File: config.mk
export PLATFORM = sky130hd
export DESIGN_NAME = sram_port_arbiter
export DESIGN_NICKNAME = d
export VERILOG_FILES = /design/src/rtl/sram_port_arbiter.sv
export SDC_FILE = /design/constraint.sdc
export NUM_CORES = 1
export LEC_CHECK = 0
export BUFFER_PORTS_ARGS = -buffer_cell sky130_fd_sc_hd__clkbuf_2
export CAP_MARGIN = 0
export CELL_PAD_IN_SITES_DETAIL_PLACEMENT = 1
export CELL_PAD_IN_SITES_GLOBAL_PLACEMENT = 2
export CORE_MARGIN = 2
export CORE_UTILIZATION = 30
export DETAILED_ROUTE_END_ITERATION = 10
export GPL_TIMING_DRIVEN = 0
export PLACE_DENSITY_LB_ADDON = 0.3
export SETUP_SLACK_MARGIN = 0.2
export SYNTH_ARGS = -nofsm -noshare
export SYNTH_HDL_FRONTEND = slang
export SYNTH_SLANG_ARGS = --single-unit
File: constraint.sdc
create_clock -name i_clk -period 16.7 [get_ports i_clk]
set_clock_uncertainty 0.1 [all_clocks]
set_input_delay 0.835 -clock i_clk [delete_from_list [all_inputs] [get_ports i_clk]]
set_output_delay 0.835 -clock i_clk [all_outputs]
set_load 0.1 [all_outputs]
File: src/rtl/sram_port_arbiter.sv
// sram_port_arbiter: shares one SRAM port between a buffered write stream and a fixed-latency read stream.
// Optional read-after-write forwarding from the write FIFO: SRAM_ARB_RAW_FWD_EN.
module sram_port_arbiter #(
  parameter int ADDR_W = 20,
  parameter int DATA_W = 16,
  parameter int WFIFO_DEPTH = 8
) (
  input  logic                              i_clk,
  input  logic                              i_rst,
  input  logic                              i_wr_valid,
  output logic                              o_wr_ready,
  input  logic [ADDR_W-1:0]                 i_wr_addr,
  input  logic [DATA_W-1:0]                 i_wr_data,
  input  logic                              i_rd_valid,
  input  logic [ADDR_W-1:0]                 i_rd_addr,
  output logic [DATA_W-1:0]                 o_rd_data,
  output logic                              o_rd_data_valid,
  output logic [ADDR_W-1:0]                 o_sram_addr,
  output logic [DATA_W-1:0]                 o_sram_wdata,
  output logic                              o_sram_dq_oe,
  output logic                              o_sram_we_n,
  input  logic [DATA_W-1:0]                 i_sram_rdata,
  output logic [$clog2(WFIFO_DEPTH+1)-1:0]  o_fifo_level
);
  localparam int IW = $clog2(WFIFO_DEPTH);
  typedef enum logic [1:0] {IDLE, READ, WRITE, TURN} state_t;
  state_t state, state_nx;
  logic [ADDR_W-1:0] addr_mem [WFIFO_DEPTH];
  logic [DATA_W-1:0] data_mem [WFIFO_DEPTH];
  logic [IW:0] wr_ptr, rd_ptr, level;
  logic [IW-1:0] rd_idx;
  logic empty, full, push, pop;
  logic [DATA_W-1:0] rd_src;
  assign level = wr_ptr - rd_ptr;
  assign empty = level == '0;
  assign full = level[IW];
  assign rd_idx = rd_ptr[IW-1:0];
  assign push = i_wr_valid && !full;
  assign o_wr_ready = !full;
  assign o_fifo_level = level;
  // Reads always win; leaving a READ with writes pending costs one turnaround cycle.
  always_comb state_nx = i_rd_valid ? READ : empty ? IDLE : (state == READ) ? TURN : WRITE;
  assign pop = state_nx == WRITE;
  always_ff @(posedge i_clk)
    if (push) begin
      addr_mem[wr_ptr[IW-1:0]] <= i_wr_addr;
      data_mem[wr_ptr[IW-1:0]] <= i_wr_data;
    end
`ifdef SRAM_ARB_RAW_FWD_EN
  logic fwd_hit, fwd_hit_q;
  logic [DATA_W-1:0] fwd_data, fwd_data_q;
  logic [IW-1:0] fwd_idx;
  // Scan oldest to youngest so the youngest matching entry wins.
  always_comb begin
    fwd_hit = 1'b0;
    fwd_data = '0;
    fwd_idx = '0;
    for (int i = 0; i < WFIFO_DEPTH; i++) begin
      fwd_idx = rd_idx + IW'(i);
      if (i < int'(level) && addr_mem[fwd_idx] == i_rd_addr) begin
        fwd_hit = 1'b1;
        fwd_data = data_mem[fwd_idx];
      end
    end
  end
  always_ff @(posedge i_clk or posedge i_rst)
    if (i_rst) begin
      fwd_hit_q <= 1'b0;
      fwd_data_q <= '0;
    end else begin
      fwd_hit_q <= i_rd_valid && fwd_hit;
      fwd_data_q <= fwd_data;
    end
  assign rd_src = fwd_hit_q ? fwd_data_q : i_sram_rdata;
`else
  assign rd_src = i_sram_rdata;
`endif
  always_ff @(posedge i_clk or posedge i_rst)
    if (i_rst) begin
      state <= IDLE;
      wr_ptr <= '0;
      rd_ptr <= '0;
      o_sram_addr <= '0;
      o_sram_wdata <= '0;
      o_sram_dq_oe <= 1'b0;
      o_sram_we_n <= 1'b1;
      o_rd_data <= '0;
      o_rd_data_valid <= 1'b0;
    end else begin
      state <= state_nx;
      if (push) wr_ptr <= wr_ptr + 1'b1;
      if (pop) rd_ptr <= rd_ptr + 1'b1;
      o_sram_addr <= i_rd_valid ? i_rd_addr : pop ? addr_mem[rd_idx] : o_sram_addr;
      o_sram_wdata <= pop ? data_mem[rd_idx] : o_sram_wdata;
      o_sram_dq_oe <= pop;
      o_sram_we_n <= !pop;
      o_rd_data_valid <= state == READ;
      if (state == READ) o_rd_data <= rd_src;
    end
endmodule
# After elaboration in Yosys (flattened, before gate mapping)
# Memories as Yosys holds them, arrays and structs flattened. A register that Yosys moved wholly into a read port is not among the register bits.
# Cells that the tools add are included.
[word_totals]
ram_bits = 288
word_cells = 27
reg_bits = 49
n_memories = 2
[memory_table]
columns = ["memory", "depth", "word_bits", "read_ports", "rd_clocked_by_memory_dff", "write_ports", "line", "rtl"]
rows = [
  ["addr_mem", 8, 20, 1, 0, 1, "28", "logic [ADDR_W-1:0] addr_mem [WFIFO_DEPTH];"],
  ["data_mem", 8, 16, 1, 1, 1, "29", "logic [DATA_W-1:0] data_mem [WFIFO_DEPTH];"],
]
[op_classes]
mux = 7
eq_ne = 2
reduce_logical = 5
add_sub_neg = 3
[ops]
columns = ["operator", "n"]
rows = [
  ["two-way mux 20 bit", 2],
  ["adder 4 x 1 -> 4 bit (second input constant)", 2],
  ["zero test 4 bit", 1],
  ["two-way mux 2 bit", 2],
  ["subtractor 4 bit", 1],
  ["two-way mux 1 bit", 3],
  ["== test 2 x 1 -> 1 bit (second input constant)", 1],
  ["== test 2 bit (second input constant)", 1],
  ["zero test 1 bit", 2],
  ["nonzero test 2 bit", 1],
  ["logical AND 1 bit", 1],
]

# Logic depth before layout (Yosys ltp)
[depth]
depth_word = 7
mapped_depth = 13
mapped_depth_nobuf = 10

# Worst setup path before layout
# Ideal clock, no wire load.
[synth_path]
path_type = "register -> register"
from = "register rd_ptr[1]"
to = "memory addr_mem[4][0], enable pin"
t_required_ns = 16.067
arrival_time_ns = 6.474
setup_time_ns = 0.533
n_path_buf = 2
path_stages_with_launch = 10
setup_slack_ns = 9.594
cell_sequence = "dfrtp_1 buf_2 inv_1 buf_2 ha_1 nand3b_1 and3_1 nor2_2 nand2_1 nor4b_1"
[synth_between]
elab_chain_len = 5
[synth_lines]
columns = ["element", "line", "rtl"]
rows = [
  ["start: declaration", "30", "logic [IW:0] wr_ptr, rd_ptr, level;"],
  ["start signal: assignment", "92", "if (pop) rd_ptr <= rd_ptr + 1'b1;"],
  ["subtractor 4 bit", "34", "assign level = wr_ptr - rd_ptr;"],
  ["zero test 1 bit", "-", ""],
  ["via o_wr_ready", "11", "output logic o_wr_ready,"],
  ["logical AND 1 bit", "38", "assign push = i_wr_valid && !full;"],
  ["two-way mux 1 bit", "45", "if (push) begin"],
  ["two-way mux 1 bit (implied by the code)", "46", "addr_mem[wr_ptr[IW-1:0]] <= i_wr_addr;"],
  ["end: declaration", "28", ""],
]
# The timed path passes the listed nets, and every way through them passes these cells.

# Worst setup path after layout
[layout_path]
from = "register rd_ptr[1]"
to = "memory addr_mem[4][0], enable pin"
[layout_between]
elab_chain_len = 5
[layout_lines]
columns = ["element", "line"]
rows = [
  ["subtractor 4 bit", "34"],
  ["zero test 1 bit", "38"],
  ["logical AND 1 bit", "38"],
  ["two-way mux 1 bit", "45"],
  ["two-way mux 1 bit (implied by the code)", "46"],
]
# No other way between the ends.

==> results.sh <==
export IMPL_outcome="complete, no violations"
export IMPL_synth_nets=816
export IMPL_synth_top_cells_by_count="288 x edfxtp_1, 72 x mux2i_1, 64 x dfrtp_1"
export IMPL_cts_sinks=353
export IMPL_synth_top_cell_area_share_pct=63.7
export IMPL_timing_slew_headroom_pct=35.3
export IMPL_crit_chain="buf_2 -> inv_1 -> buf_2 -> ha_1 -> nand3b_1 -> and3_1 -> nor2_2 -> nand2_1 -> nor4b_2 -> buf_4 -> buf_4"
export IMPL_finalNetCount=1034
export IMPL_rr_endpoint="addr_mem[4][0]$_DFFE_PP_"
export IMPL_die_w_um=217
export IMPL_grt_max_degree=41
export IMPL_finalWirelength_um=35300
export IMPL_hold_buffers=0
export IMPL_postSynthCellCount=734
export IMPL_worstPathMaxFanout=11
export IMPL_coreArea_um2=44400
export IMPL_die_h_um=217
export IMPL_cp_arrival_ps=4140
export IMPL_reg2reg_slack_ps=12690
export IMPL_critPathCaptureType="flop"
export IMPL_cts_max_level=2
export IMPL_worstPathRequired_ps=16830
export IMPL_initial_core_util_pct=30.6
export IMPL_crit_family="simple AND/OR/NAND/NOR gates"
export IMPL_ys_warn_count=0
export IMPL_avgSynthCellArea_um2=18.5
export IMPL_cap_viol_max_count=0
export IMPL_die_area_um2=47000
export IMPL_critical_path_depth=11
export IMPL_gp_congestion=0.674
export IMPL_setup_viol=0
export IMPL_drtPass1Iterations=5
export IMPL_yosysTopAreaCell="edfxtp_1"
export IMPL_fill_cells=4471
export IMPL_diodes=0
export IMPL_finalHoldViolations=0
export IMPL_first_global_vias=8020
export IMPL_ys_flop_type="edfxtp_1"
export IMPL_start_kind="flop"
export IMPL_rsz0062_at_grt="no"
export IMPL_ios=136
export IMPL_ant_nets=0
export IMPL_setup_tns_final_ps=0
export IMPL_drt_iter0_markers=519
export IMPL_synth_seq_cells=353
export IMPL_cts_setup_buffers=0
export IMPL_critPathLaunch="rd_ptr[1]$_DFFE_PP0N_"
export IMPL_drive_above_1_share_pct=33.7
export IMPL_r2r_start="rd_ptr[1]$_DFFE_PP0N_"
export IMPL_ys_async_sr_fraction_pct=18.4
export IMPL_synth_area_top_cells="edfxtp_1 64%, dfrtp_1 12%, mux4_2 7.0%"
export IMPL_clk_latency_ps=530
export IMPL_cts_tree="done"
export IMPL_dp_hpwl_um=24100
export IMPL_slew_viol_final=0
export IMPL_area_delta_synth_final_pct=23.0
export IMPL_worst_pin_slew_ps=970
export IMPL_vias=7372
export IMPL_clkSlewWorstSetupHoldPaths_ps=60
export IMPL_grt_overflow=0
export IMPL_synth_seq_area_share_pct=75.7
export IMPL_yosys_cell_types_count=38
export IMPL_drc=0
export IMPL_slowest_delay_ps=810
export IMPL_root_buffer="clkbuf_16"
export IMPL_cp_slowest_cell="nor4b_2"
export IMPL_clockBufferDepth=3
export IMPL_grt_pass1_wl_um=52900
export IMPL_grt_total_usage_pct=15.2
export IMPL_fmax_ghz=0.249
export IMPL_syn_area_um2=13600
export IMPL_period_needed_ps=4010
export IMPL_avgRoutedWirePerCell_um=22.4
export IMPL_path_class="reg2reg"
export IMPL_antenna_found_initial=2
export IMPL_yosys_cell_count_top_type="edfxtp_1"
export IMPL_via_per_inst=4.68
export IMPL_path_buf_inv=5
export IMPL_post_route_period_util_pct=24.0
export IMPL_crit_end="addr_mem[4][0]$_DFFE_PP_"
export IMPL_port_buffers=135
export IMPL_fp_row_count=77
export IMPL_reg2reg_depth=11
export IMPL_cts_resized=0
export IMPL_synth_edf_count=288
export IMPL_min_path_type="in2async"
export IMPL_numCtsBuffers=40
==> cells by family (layout without fill, tap and decap cells) <==
group,after synthesis,count (layout),synth area share (%)
flip-flops,353,353,75.7
AO/OA/AOI/OAI,74,74,3.85
XOR/XNOR,8,8,0.516
buffers and inverters,49,297,1.74
multiplexers,131,131,13.7
adder cells (fa/ha/maj),6,6,0.608
AND/OR/NAND/NOR,113,113,3.89
==> per-stage QoR <==
| stage | utilization (%) | cell area [um2] | hold WS [ps] | worst slack [ps] | std cells |
|---|---|---|---|---|---|
| 2_1_floorplan | - | 13600 | 366 | 9590 | 734 |
| 3_3_place_gp | 33.8 | 15000 | 364 | 5430 | 1461 |
| 3_5_place_dp | 34.8 | 15500 | 367 | 12590 | 1502 |
| 4_1_cts | 37.6 | 16700 | 220 | 12560 | 1574 |
| 5_1_grt | 37.6 | 16700 | 233 | 12370 | 1574 |
| 6_report | 37.6 | 16700 | 222 | 12690 | 1574 |
==> cells in the final DEF (no fill, tap or decap), types with 6 or more instances in the layout <==
| master | instances |
|---|---|
| nand2_1 | 53 |
| a31oi_1 | 8 |
| a211oi_1 | 7 |
| mux4_2 | 42 |
| dfrtp_1 | 64 |
| edfxtp_1 | 288 |
| o21ai_0 | 10 |
| nor2_1 | 9 |
| buf_6 | 17 |
| clkbuf_2 | 135 |
| nor2b_1 | 17 |
| clkbuf_8 | 6 |
| buf_4 | 27 |
| buf_2 | 21 |
| inv_1 | 6 |
| xnor2_1 | 7 |
| clkbuf_16 | 41 |
| nand3_1 | 19 |
| a22oi_1 | 39 |
| mux2_2 | 17 |
| mux2i_1 | 72 |
| clkbuf_1 | 20 |
==> final cells by class <==
| cell class | count | area [um2] | share of cell area (%) |
|---|---|---|---|
| plain buffers | 40 | 203 | 1.21 |
| clock buffers | 59 | 1150 | 6.91 |
| clock inverters | 13 | 88.8 | 0.532 |
| inverters | 9 | 36.3 | 0.217 |
| multi-input cells | 332 | 3100 | 18.6 |
| flip-flops and latches | 353 | 10300 | 61.6 |
| well taps | 592 | 741 | 4.44 |
| repair buffers | 176 | 1090 | 6.56 |
==> flip-flops by register name (all words and copies together) (netlist names) <==
signal	cells
wr_ptr	4
data_mem	128
o_sram_addr	20
state	2
o_sram_dq_oe	1
rd_ptr	4
o_rd_data	16
o_sram_we_n	1
o_sram_wdata	16
o_rd_data_valid	1
addr_mem	160
==> layer usage <==
metal | share of wire (%) | vias to the layer above | GRT usage, %
met5 | 0.088 | - | 0
met3 | 4.5 | 52 | 2.91
li1 | - | 3327 | -
met1 | 47 | 3821 | 21.6
met4 | 2.0 | 4 | 4.36
met2 | 46 | 168 | 24.0
==> worst min path at each step <==
stage / startpoint / endpoint / slack [ps] / cells past startpoint
after floorplan: rd_ptr[3]$_DFFE_PP0N_ / rd_ptr[3]$_DFFE_PP0N_ / 370 / 1
after global placement: o_sram_wdata[10]$_DFFE_PP0N_ / o_sram_wdata[10]$_DFFE_PP0N_ / 360 / 2
after detailed placement: o_sram_wdata[4]$_DFFE_PP0N_ / o_sram_wdata[4]$_DFFE_PP0N_ / 370 / 2
after CTS: i_rst / o_sram_wdata[6]$_DFFE_PP0N_ / 220 / 2
after global routing: i_rst / o_sram_wdata[6]$_DFFE_PP0N_ / 230 / 2
final: i_rst / o_sram_wdata[8]$_DFFE_PP0N_ / 220 / 2
==> worst register-to-register path, delay by kind of cell, from the launching register on <==
kind / cells / cell delay (ps)
buf+inv: 5 / 1220
simple gates: 5 / 1670
fa+ha+maj: 1 / 320
flops: 1 / 400
Power is left out: the tool's default activity adds up to more than one toggle a clock period on the data nets, which glitch-free logic cannot reach.
